File: config.mk
export PLATFORM = sky130hd
export DESIGN_NAME = dispense_sequencer
export DESIGN_NICKNAME = d
export VERILOG_FILES = /design/src/rtl/dispense_sequencer.sv
export SDC_FILE = /design/constraint.sdc
export NUM_CORES = 1
export LEC_CHECK = 0
export ABC_AREA = 0
export BUFFER_PORTS_ARGS = -buffer_cell sky130_fd_sc_hd__clkbuf_2
export CAP_MARGIN = 20
export CORE_MARGIN = 5
export CORE_UTILIZATION = 50
export DETAILED_ROUTE_END_ITERATION = 7
export PLACE_DENSITY = 0.72
export SETUP_SLACK_MARGIN = 0.3
export SLEW_MARGIN = 25
export SYNTH_ARGS = -nofsm -noshare
export SYNTH_HDL_FRONTEND = slang
export SYNTH_SLANG_ARGS = --single-unit
export TNS_END_PERCENT = 20
File: constraint.sdc
create_clock -name CLK -period 2 [get_ports CLK]
set_input_delay 0 -clock CLK [delete_from_list [all_inputs] [get_ports CLK]]
set_output_delay 0 -clock CLK [all_outputs]
set_load 0.005 [all_outputs]
File: src/rtl/dispense_sequencer.sv
// Timed recipe sequencer: latches a beverage recipe on Start and opens the
// dispensing valves one stage at a time (BASE -> ADIT -> SABOR -> FIN), each
// stage timed in seconds derived from an internal prescaler on CLK.
module dispense_sequencer #(
  parameter int TICK_DIV = 50000000,
  parameter int T_BASE   = 5,
  parameter int T_ADIT   = 3,
  parameter int T_SABOR  = 1
) (
  input  logic       CLK,
  input  logic       RESET,
  input  logic       Start,
  input  logic       Abort,
  input  logic [1:0] Base,
  input  logic [1:0] Aditivo,
  input  logic       Vainilla,
  output logic       ValvCafe,
  output logic       ValvTe,
  output logic       ValvLeche,
  output logic       ValvAgua,
  output logic       ValvVainilla,
  output logic       Busy,
  output logic       Done,
  output logic       Error,
  output logic [2:0] Estado
);

  localparam int T_MAX0 = (T_BASE > T_ADIT) ? T_BASE : T_ADIT;
  localparam int T_MAX  = (T_MAX0 > T_SABOR) ? T_MAX0 : T_SABOR;
  localparam int PW     = (TICK_DIV > 1) ? $clog2(TICK_DIV) : 1;
  localparam int SW     = (T_MAX > 0) ? $clog2(T_MAX + 1) : 1;

  localparam logic [PW-1:0] PRESC_LAST = PW'(TICK_DIV - 1);
  localparam logic [SW-1:0] SEC_MAX    = SW'(T_MAX);
  localparam logic [SW-1:0] BASE_LAST  = SW'((T_BASE  > 0) ? T_BASE  - 1 : 0);
  localparam logic [SW-1:0] ADIT_LAST  = SW'((T_ADIT  > 0) ? T_ADIT  - 1 : 0);
  localparam logic [SW-1:0] SABOR_LAST = SW'((T_SABOR > 0) ? T_SABOR - 1 : 0);

  typedef enum logic [2:0] {
    S_IDLE  = 3'd0,
    S_BASE  = 3'd1,
    S_ADIT  = 3'd2,
    S_SABOR = 3'd3,
    S_FIN   = 3'd4
  } state_t;

  state_t          state_q, state_d;
  logic [PW-1:0]   presc_q, presc_d;
  logic [SW-1:0]   sec_q, sec_d;
  logic [1:0]      base_q, base_d;
  logic [1:0]      adit_q, adit_d;
  logic            vain_q, vain_d;
  logic [4:0]      valves_q, valves_d;
  logic            done_q, done_d;
  logic            error_q, error_d;
  logic            prescWrap;

  // Stage that follows BASE: additive if one was chosen and timed, else
  // vanilla if chosen and timed, else straight to FIN.
  function automatic state_t afterBase(input logic [1:0] adit, input logic vain);
    state_t nxt;
    nxt = S_FIN;
    if (vain && (T_SABOR > 0)) nxt = S_SABOR;
    if (((adit == 2'd1) || (adit == 2'd2)) && (T_ADIT > 0)) nxt = S_ADIT;
    return nxt;
  endfunction

  // Stage that follows ADIT: vanilla if chosen and timed, else FIN.
  function automatic state_t afterAdit(input logic vain);
    state_t nxt;
    nxt = S_FIN;
    if (vain && (T_SABOR > 0)) nxt = S_SABOR;
    return nxt;
  endfunction

  // Next-state, recipe latch, stage timers and registered valve/pulse values.
  always_comb begin
    state_d   = state_q;
    base_d    = base_q;
    adit_d    = adit_q;
    vain_d    = vain_q;
    error_d   = 1'b0;
    presc_d   = '0;
    sec_d     = '0;
    valves_d  = 5'b00000;
    prescWrap = (presc_q == PRESC_LAST);

    case (state_q)
      S_IDLE: begin
        if (Start && !Abort) begin
          if ((Base == 2'd1) || (Base == 2'd2)) begin
            base_d  = Base;
            adit_d  = Aditivo;
            vain_d  = Vainilla;
            state_d = (T_BASE > 0) ? S_BASE : afterBase(Aditivo, Vainilla);
          end else begin
            error_d = 1'b1;
          end
        end
      end
      S_BASE: begin
        if (Abort) state_d = S_IDLE;
        else if (prescWrap && (sec_q == BASE_LAST)) state_d = afterBase(adit_q, vain_q);
      end
      S_ADIT: begin
        if (Abort) state_d = S_IDLE;
        else if (prescWrap && (sec_q == ADIT_LAST)) state_d = afterAdit(vain_q);
      end
      S_SABOR: begin
        if (Abort) state_d = S_IDLE;
        else if (prescWrap && (sec_q == SABOR_LAST)) state_d = S_FIN;
      end
      S_FIN:   state_d = S_IDLE;
      default: state_d = S_IDLE;
    endcase

    if ((state_d == state_q) &&
        ((state_q == S_BASE) || (state_q == S_ADIT) || (state_q == S_SABOR))) begin
      presc_d = prescWrap ? '0 : presc_q + 1'b1;
      sec_d   = (prescWrap && (sec_q != SEC_MAX)) ? sec_q + 1'b1 : sec_q;
    end

    case (state_d)
      S_BASE:  valves_d = {base_d == 2'd1, base_d == 2'd2, 3'b000};
      S_ADIT:  valves_d = {2'b00, adit_d == 2'd1, adit_d == 2'd2, 1'b0};
      S_SABOR: valves_d = 5'b00001;
      default: valves_d = 5'b00000;
    endcase

    done_d = (state_d == S_FIN);
  end

  // State, counters, latched recipe and registered outputs.
  always_ff @(posedge CLK or negedge RESET) begin
    if (!RESET) begin
      state_q  <= S_IDLE;
      presc_q  <= '0;
      sec_q    <= '0;
      base_q   <= '0;
      adit_q   <= '0;
      vain_q   <= 1'b0;
      valves_q <= 5'b00000;
      done_q   <= 1'b0;
      error_q  <= 1'b0;
    end else begin
      state_q  <= state_d;
      presc_q  <= presc_d;
      sec_q    <= sec_d;
      base_q   <= base_d;
      adit_q   <= adit_d;
      vain_q   <= vain_d;
      valves_q <= valves_d;
      done_q   <= done_d;
      error_q  <= error_d;
    end
  end

  assign {ValvCafe, ValvTe, ValvLeche, ValvAgua, ValvVainilla} = valves_q;
  assign Busy   = (state_q != S_IDLE);
  assign Done   = done_q;
  assign Error  = error_q;
  assign Estado = state_q;

endmodule

Yosys cells after proc, flatten, opt, wreduce, memory -nomap -nowiden

Index checks and enable logic that the tools add are counted.

Flip-flop bits (word level): 44
Input port bits: 9
Output and inout bits: 11
Logic and storage cells: 72

Add/subtract/negate cells: 2
Equality and inequality tests: 21
Mux-type cells: 25
Reductions and logical operators: 15

Operators with widths:

| operator                | count |
|---|---|
| $mux W26                | 2 |
| $mux W3                 | 12 |
| $add A26 B1 Y26 const B | 1 |
| $eq A26 B26 Y1 const B  | 1 |
| $eq A3 B2 Y1 const B    | 5 |
| $pmux W5 S3             | 1 |
| $mux W2                 | 6 |
| $pmux W3 S4             | 1 |
| $eq A2 B1 Y1 const B    | 4 |
| $eq A2 B2 Y1 const B    | 4 |
| $eq A3 B1 Y1 const B    | 2 |
| $eq A3 B3 Y1 const B    | 2 |
| $logic_and A1 B1 Y1     | 6 |
| $logic_not A3 Y1        | 2 |
| $logic_or A1 B1 Y1      | 4 |
| $add A3 B1 Y3 const B   | 1 |
| $eq A3 B3 Y1            | 1 |
| $mux W1                 | 3 |
| $ne A3 B3 Y1 const B    | 1 |
| $reduce_and A3 Y1       | 1 |
| $reduce_bool A3 Y1      | 1 |
| $ne A2 B1 Y1 const B    | 1 |
| $logic_not A1 Y1        | 1 |

Depth between registers and ports, before layout

Gate-level depths: netlist of run 1.

Word-level depth: 9
Gate-level depth with buffers: 8
Mapped depth without buffers: 7

Worst setup path after synthesis of run 1

No wires, ideal clock.

Path type: reg2reg
Start point: register presc_q[0]
End point: register valves_q[1]
Data arrival time: 2,062 ps
Required time: 1,895 ps
Slack: -167 ps
Cell stages (with the launch flop): 9
Path buffers: 1
Cell sequence: dfrtp_1 -> ha_1 -> and3_4 -> nand4_4 -> or4_1 -> buf_2 -> nor3b_4 -> nor2_2 -> nor4b_1

Word-level cells in the longest chain between the ends: 7

RTL lines:

| item                                                | line          | text |
|---|---|---|
| from (decl)                                         | 48            | `logic [PW-1:0] presc_q, presc_d;` |
| from (signal assigned)                              | 147           | `presc_q <= presc_d;` |
| $eq A26 B26 Y1 (*)                                  | 86            | `prescWrap = (presc_q == PRESC_LAST);` |
| $logic_and A1 B1 Y1 (on tied branches)              | 111, 103, 107 |  |
| $mux W3 (on tied branches)                          | 111, 103, 107 |  |
| $mux W3 (on tied branches)                          | 110, 102, 106 |  |
| $pmux W3 S4 (*)                                     | 88            | `case (state_q)` |
| $eq A3 B2 Y1 / $eq A3 B1 Y1 (equally long branches) | 123           | `case (state_d)` |
| $pmux W5 S3 (*)                                     | 123           |  |
| via valves_d[1]                                     | 53            | `logic [4:0] valves_q, valves_d;` |
| to (signal assigned)                                | 152           | `valves_q <= valves_d;` |
| to (decl)                                           | 53            |  |

Mark *: on every way through the listed nets, which the timed path passes. The rest lies on a longest branch.
A chain may end at the register's enable or synchronous reset.

Worst setup path in the final report of run 1

Start point: register presc_q[10]
End point: register valves_q[0]

Same word-level chain as after synthesis.

==> impl_metrics.py, run 1 <==
metrics = {
    "critical_path": {
        "cp.buffers_inverters": 2,
        "crit_path_max_fanout": 4,
        "slowest_stage": "or4_4",
        "path_cells": "nor4_2, nand4_1, or4_4, nor3b_4, buf_4, buf_6, o21a_1",
        "cp_data_required_time_ns": 2.23,
        "max_stage_delay_ns": 0.63,
        "cp_top_family": "simple AND/OR/NAND/NOR gates",
        "worstSetupStartpointType": "flip-flop",
        "path_class": "reg -> reg",
        "end_kind": "flip-flop",
        "critPathArrivalTime_ns": 2.33,
    },
    "detailed_routing": {
        "ant_nets": 0,
        "drtIter0Drc": 116,
        "drc": 0,
        "viasPerCell": 5.207,
        "vias": 1708,
        "first_pass_iters": 4,
        "routed_wl_um": 4418,
        "wl_per_cell_um": 13.47,
    },
    "final_layout": {
        "area_growth_syn_to_layout_pct": 29.13,
        "nets": 289,
        "final_cells": 328,
        "drive_gt1_share_pct": 28.99,
        "diodes": 0,
        "final_util_pct": 65.55,
    },
    "floorplan": {
        "rows": 24,
        "start_util_pct": 50.76,
        "io_pins": 20,
        "core-area_um2": 4264,
        "dieHeight_um": 75.80,
        "dieArea_um2": 5745,
        "die_w_um": 75.80,
    },
    "sta": {
        "rsz0062_at_grt": "true",
        "period_share_pct": 105.1,
        "hold_viol_final": 0,
        "slew_viol_final": 0,
        "finalSetupViolCount": 7,
        "skew_ns": 0.006383,
        "worst_pin_slew_ns": 0.3718,
        "period_minus_slack_ns": 2.102,
        "fin_ws_ns": -0.1021,
        "finalSetupTns_ns": -0.4330,
        "relSlewSlack_pct": 75.03,
        "max_freq_mhz": 475.7,
    },
    "synthesis": {
        "avgSynthCellArea_um2": 10.11,
        "synth_nets": 228,
        "synthesis.area_um2": 2165,
        "ys_seq_area_share_pct": 50.87,
        "synthCells": 214,
        "yosys_most_used_dff": "dfrtp_1",
        "yosys_warnings": 0,
        "ys_types": 40,
        "ys_async_sr_fraction_pct": 100.0,
        "synth_edf_count": 0,
        "synth-seq-cells": 44,
    },
    "global_routing": {
        "grt_pass1_vias": 1748,
        "grt_remaining_overflow": 0,
        "grtUsageTotal_pct": 17.70,
        "grt_pass1_wl_um": 7652,
        "grt_max_degree": 24,
        "antenna_found_initial": 0,
    },
    "status": {
        "status": "finished, violations left",
        "failed_checks": "setup timing",
    },
    "min_path": {
        "worstHoldPathType": "in -> reg",
    },
    "placement": {
        "gp_congestion": 0.8353,
        "numPortBuffers": 19,
        "placed_cells": 309,
        "hpwl_um": 3260,
    },
    "cts": {
        "htreeDepth": 2,
        "clkLatencyLatePin_ns": 0.29,
        "cts_buffers": 5,
        "path_clk_slew_ns": 0.08,
        "root_buffer": "clkbuf_8",
        "clkSinkCount": 44,
        "cts_tree": "built",
        "clock_path_buffers": 2,
    },
    "power_and_ir_drop": {
        "ir_worst_vdd_uv": 467.2,
        "leakage_uw": 0.001243,
        "power_density_nw_per_um2": 598.7,
    },
    "flow_run": {
        "maxCapViolCount": 0,
    },
}
-- metal layers --
layer | wire length (um) | vias to the layer above | track usage [%]
met5 | 0 | - | 0
met4 | 71 | 0 | 6.990
met3 | 123 | 5 | 4.222
met2 | 2364 | 22 | 29.75
met1 | 1860 | 834 | 21.84
li1 | - | 847 | -
-- layout by cell type (no fill, tap or decap), types with 2 or more instances in the layout --
cell,netlist,final
nand2_1,14,13
mux2i_1,2,2
buf_6,0,2
nand3_1,8,8
a21o_1,2,2
a22oi_1,2,2
nor3_1,5,3
inv_1,8,8
xor2_1,14,14
clkbuf_2,0,19
nor3_2,0,2
o21ai_0,3,3
nor2_1,44,43
mux2_2,3,3
nor4_1,2,2
ha_1,5,4
clkbuf_1,3,2
nand4_1,8,8
buf_4,0,32
nor4b_2,0,2
clkbuf_8,0,6
nor2_4,0,3
and4_1,2,2
and3_1,4,4
a21oi_1,4,3
dlygate4sd3_1,0,5
dfrtp_1,44,44
xnor2_1,13,13
-- synthesized netlist by cell type (2+ instances only) --
library cell | n | area (um^2)
and3_1 | 4 | 25.02
nor4b_1 | 2 | 17.52
inv_1 | 8 | 30.03
buf_2 | 2 | 10.01
nor3_1 | 5 | 25.02
a22oi_1 | 2 | 15.01
nand2_1 | 14 | 52.55
xor2_1 | 14 | 122.6
nand4_1 | 8 | 50.05
mux2i_1 | 2 | 20.02
ha_1 | 5 | 62.56
dfrtp_1 | 44 | 1101
a21o_1 | 2 | 15.01
xnor2_1 | 13 | 113.9
and4_1 | 2 | 17.52
a21oi_1 | 4 | 20.02
nor2_2 | 2 | 12.51
nand3_1 | 8 | 40.04
clkbuf_1 | 3 | 11.26
or3_1 | 2 | 12.51
nor4_1 | 2 | 12.51
mux2_2 | 3 | 33.78
nor2_1 | 44 | 165.2
o21ai_0 | 3 | 15.01
-- logic make-up after synthesis --
kind of cell               count (synthesis)  synth area share (%)
AOI/OAI and AO/OA                         18                 5.664
xor gates and xnor gates                  27                 10.93
adders and majority gates                  5                 2.890
buffers and inverters                     13                 2.370
DFF                                       44                 50.87
muxes                                      5                 2.485
and+or+nand+nor                          102                 24.80
-- report_power, final --
| group | internal [uW] | switching [uW] |
|---|---|---|
| clock | 282 | 277 |
| sequential | 916 | 16.4 |
| combinational | 79.1 | 104 |
| total | 1280 | 397 |
-- metrics by stage --
step | power [uW] | area, um^2 | worst slack, ns | hold slack, ns
detailed placement | 1120 | 2549 | -0.1608 | 0.0006049
finish | 1674 | 2795 | -0.1021 | 0.01592
CTS | 1696 | 2774 | -0.1190 | 0.01338
floorplan | 1042 | 2186 | -0.1322 | -0.2956
global placement | 1116 | 2549 | -0.1015 | -0.002137
global route | 1766 | 2795 | -0.1940 | 0.03786
-- final cells by class --
class                   instances  area [um^2]
flip-flops and latches         44         1101
multi-input cells             157         1081
repair buffers                 59        427.9
fillers                       347         1469
inverters                       8        30.03
well taps                      52        65.06
clock buffers                   8        90.09
-- timing repair --
item | in CTS | in global routing
endpoints found under the setup margin | 32 | 32
resized for setup | 9 | 3
hold buffers | 5 | 0
endpoints found under the hold margin | 48 | 0
pin swaps | 7 | 2
cloned | 0 | 0
buffers inserted | 5 | 1
-- tightest hold or removal path, cell delays in order --
cell      delay (ns)
clkbuf_2        0.11
a22oi_1         0.10
inv_1           0.07
-- path summary, 6_finish.rpt --
check	start	endpoint	slack, ns	cells after the start
setup / recovery	presc_q[10]	valves_q[0]	-0.10	7
hold / removal	Base[1]	base_q[1]	0.02	3
setup reg to reg	presc_q[10]	valves_q[0]	-0.10	7
hold reg to reg	presc_q[0]	presc_q[0]	0.54	2
max in group asynchronous	RESET	sec_q[2]	1.53	3
min in group asynchronous	RESET	presc_q[21]	0.22	3
-- state kept, by name (all words and copies together), names as in the netlist --
| register | cells |
|---|---|
| Estado | 3 |
| sec_q | 3 |
| valves_q | 5 |
| adit_q | 2 |
| Done | 1 |
| base_q | 2 |
| Error | 1 |
| presc_q | 26 |
| vain_q | 1 |
Power figures use the tool's default switching activity.
==> run 2: changes to the inputs <==
BUFFER_PORTS_ARGS = default   (was -buffer_cell sky130_fd_sc_hd__clkbuf_2)
CAP_MARGIN = 25   (was 20)
DONT_BUFFER_PORTS = 1   (was default)
PLACE_DENSITY = 0.68   (was 0.72)
==> run 2 against run 1 <==
- the run still ends with setup timing left
- global-route usage shrank 0.060 points
- wire length grew 1.9%
- cell count shrank 5.8%
- largest cell class unchanged
==> impl_metrics.py, run 2 (same netlist as run 1, synthesis figures left out) <==
metrics = {
    "final_layout": {
        "area_growth_syn_to_layout_pct": 27.69,
        "largest_reg_flops": 26,
        "final_util_pct": 64.82,
        "nets": 270,
        "largestRegisters": "presc_q x26, valves_q x5",
        "diodes": 0,
        "fillCellCount": 336,
        "layout_commonest_cell": "dfrtp_1",
        "drive_gt1_share_pct": 23.74,
        "largest_register": "presc_q",
        "final_cell_mix": "43 x dfrtp_1, 42 x nor2_1, 29 x buf_4",
    },
    "global_routing": {
        "antenna_found_initial": 0,
        "grtUsageTotal_pct": 17.64,
        "grtUsageMet2_pct": 30.80,
        "grt_pass1_wl_um": 7596,
        "globalRouteMet1Util_pct": 20.65,
        "grt_util_met3_pct": 3.958,
        "grt_remaining_overflow": 0,
        "busiest_layer": "met2",
        "grt_pass1_vias": 1761,
        "grt_max_degree": 45,
    },
    "sta": {
        "max_freq_mhz": 478.4,
        "relSlewSlack_pct": 73.39,
        "skew_ns": 0.008029,
        "period_minus_slack_ns": 2.090,
        "fin_ws_ns": -0.09039,
        "slew_viol_final": 0,
        "finalSetupViolCount": 7,
        "worst_pin_slew_ns": 0.3950,
        "rsz0062_at_grt": "true",
        "period_share_pct": 104.5,
        "hold_viol_final": 0,
    },
    "critical_path": {
        "worstSetupStartpointType": "flip-flop",
        "path_class": "reg -> reg",
        "end_kind": "flip-flop",
        "max_stage_delay_ns": 0.60,
        "critPathArrivalTime_ns": 2.29,
        "ff2ff_setup_slack_ns": -0.09,
        "crit_path_max_fanout": 5,
        "slowest_stage": "or4_4",
        "path_cells": "ha_2, and3_4, nand4_4, or4_4, nor2_4, o221ai_4, buf_4, o21a_1",
        "cp_data_required_time_ns": 2.20,
    },
    "flow_run": {
        "maxCapViolCount": 0,
    },
    "detailed_routing": {
        "drtIter0Drc": 64,
        "wl_per_cell_um": 14.57,
        "first_pass_iters": 4,
        "ant_nets": 0,
        "routed_wl_um": 4501,
        "drc": 0,
        "vias": 1664,
        "viasPerCell": 5.385,
    },
    "cts": {
        "path_clk_slew_ns": 0.08,
        "clkLatencyLatePin_ns": 0.30,
        "cts_buffers": 5,
        "root_buffer": "clkbuf_8",
        "clock_path_buffers": 2,
        "htreeDepth": 2,
        "clkSinkCount": 44,
        "cts_tree": "built",
    },
    "placement": {
        "gp_congestion": 0.8361,
        "hpwl_um": 3164,
        "numPortBuffers": 0,
        "place_ws_ns": -0.1391,
    },
    "power_and_ir_drop": {
        "power_density_nw_per_um2": 667.1,
        "ir_worst_vdd_uv": 472.4,
        "leakage_uw": 0.001197,
    },
    "status": {
        "status": "finished, violations left",
        "failed_checks": "setup timing",
    },
    "min_path": {
        "worstHoldPathType": "in -> reg",
    },
    "floorplan": {
        "dieHeight_um": 75.80,
        "io_pins": 20,
        "start_util_pct": 50.76,
        "core-area_um2": 4264,
        "die_w_um": 75.80,
        "dieArea_um2": 5745,
        "rows": 24,
    },
}
==> run 2: cell types whose count changed in the layout (fill, tap and decap cells not counted), sizes merged <==
| cell | delta |
|---|---|
| clkbuf | -21 |
| buf | -4 |
| dlygate4sd3 | +4 |
| bufinv | +1 |
| clkinv | +1 |
==> run 2: path summary, 6_finish.rpt <==
check | endpoint | depth (start not counted) | start
max | valves_q[0] | 8 | presc_q[1]
min | base_q[0] | 2 | Base[0]
max reg2reg | valves_q[0] | 8 | presc_q[1]
min reg2reg | base_q[1] | 2 | base_q[1]
max in group asynchronous | Estado[2] | 2 | RESET
min in group asynchronous | Done | 2 | RESET
==> run 2: what timing repair did <==
item                                    in CTS  in global routing
hold buffers                                10                  0
hold endpoints to repair                    53                  0
pin swaps                                    2                  5
endpoints found under the setup margin      32                 33
setup buffers                                0                  0
gates resized for setup                      6                  7
==> run 2: per-stage QoR <==
step,TNS [ns],power (uW),hold WS (ns),std cells,instance area (um^2)
floorplan,-1.036,1042,-0.2956,214,2186
global placement,-0.1626,1085,-0.2940,291,2461
detailed placement,-0.9412,1088,-0.2941,291,2461
CTS,-0.8340,1859,0.02095,309,2736
global route,-2.670,1921,0.02894,309,2764
finish,-0.4147,1844,0.03559,309,2764
==> run 2: area by class of cell <==
| class | count | area (um^2) | area share, % |
|---|---|---|---|
| multi-input combinational | 157 | 1090 | 39.43 |
| clock buffer | 6 | 82.58 | 2.988 |
| tap | 52 | 65.06 | 2.354 |
| clock inverter | 2 | 38.79 | 1.403 |
| sequential | 44 | 1102 | 39.88 |
| timing repair buffer | 40 | 355.3 | 12.86 |
| inverter | 8 | 30.03 | 1.086 |
==> run 2: metal layers <==
metal  share of wire (%)  vias to the layer above
met3                 4.0                        9
met5                   0                        -
met2                  52                       30
met1                  42                      814
li1                    -                      811
met4                 1.9                        0
==> run 2: power breakdown <==
part           leakage (uW)  switching (uW)  internal (uW)  total, uW
clock network     0.0000614             316            409        725
logic              0.000539            98.7           81.8        181
registers          0.000596            23.0            916        939
==> run 2: worst max-delay path: cells and delay by family (launching register included) <==
kind | cells | cell delay (ns)
AND/OR/NAND/NOR | 4 | 1.03
buffers and inverters | 1 | 0.17
AO/OA/AOI/OAI | 2 | 0.24
flip-flops | 1 | 0.36
adder cells (fa/ha/maj) | 1 | 0.18
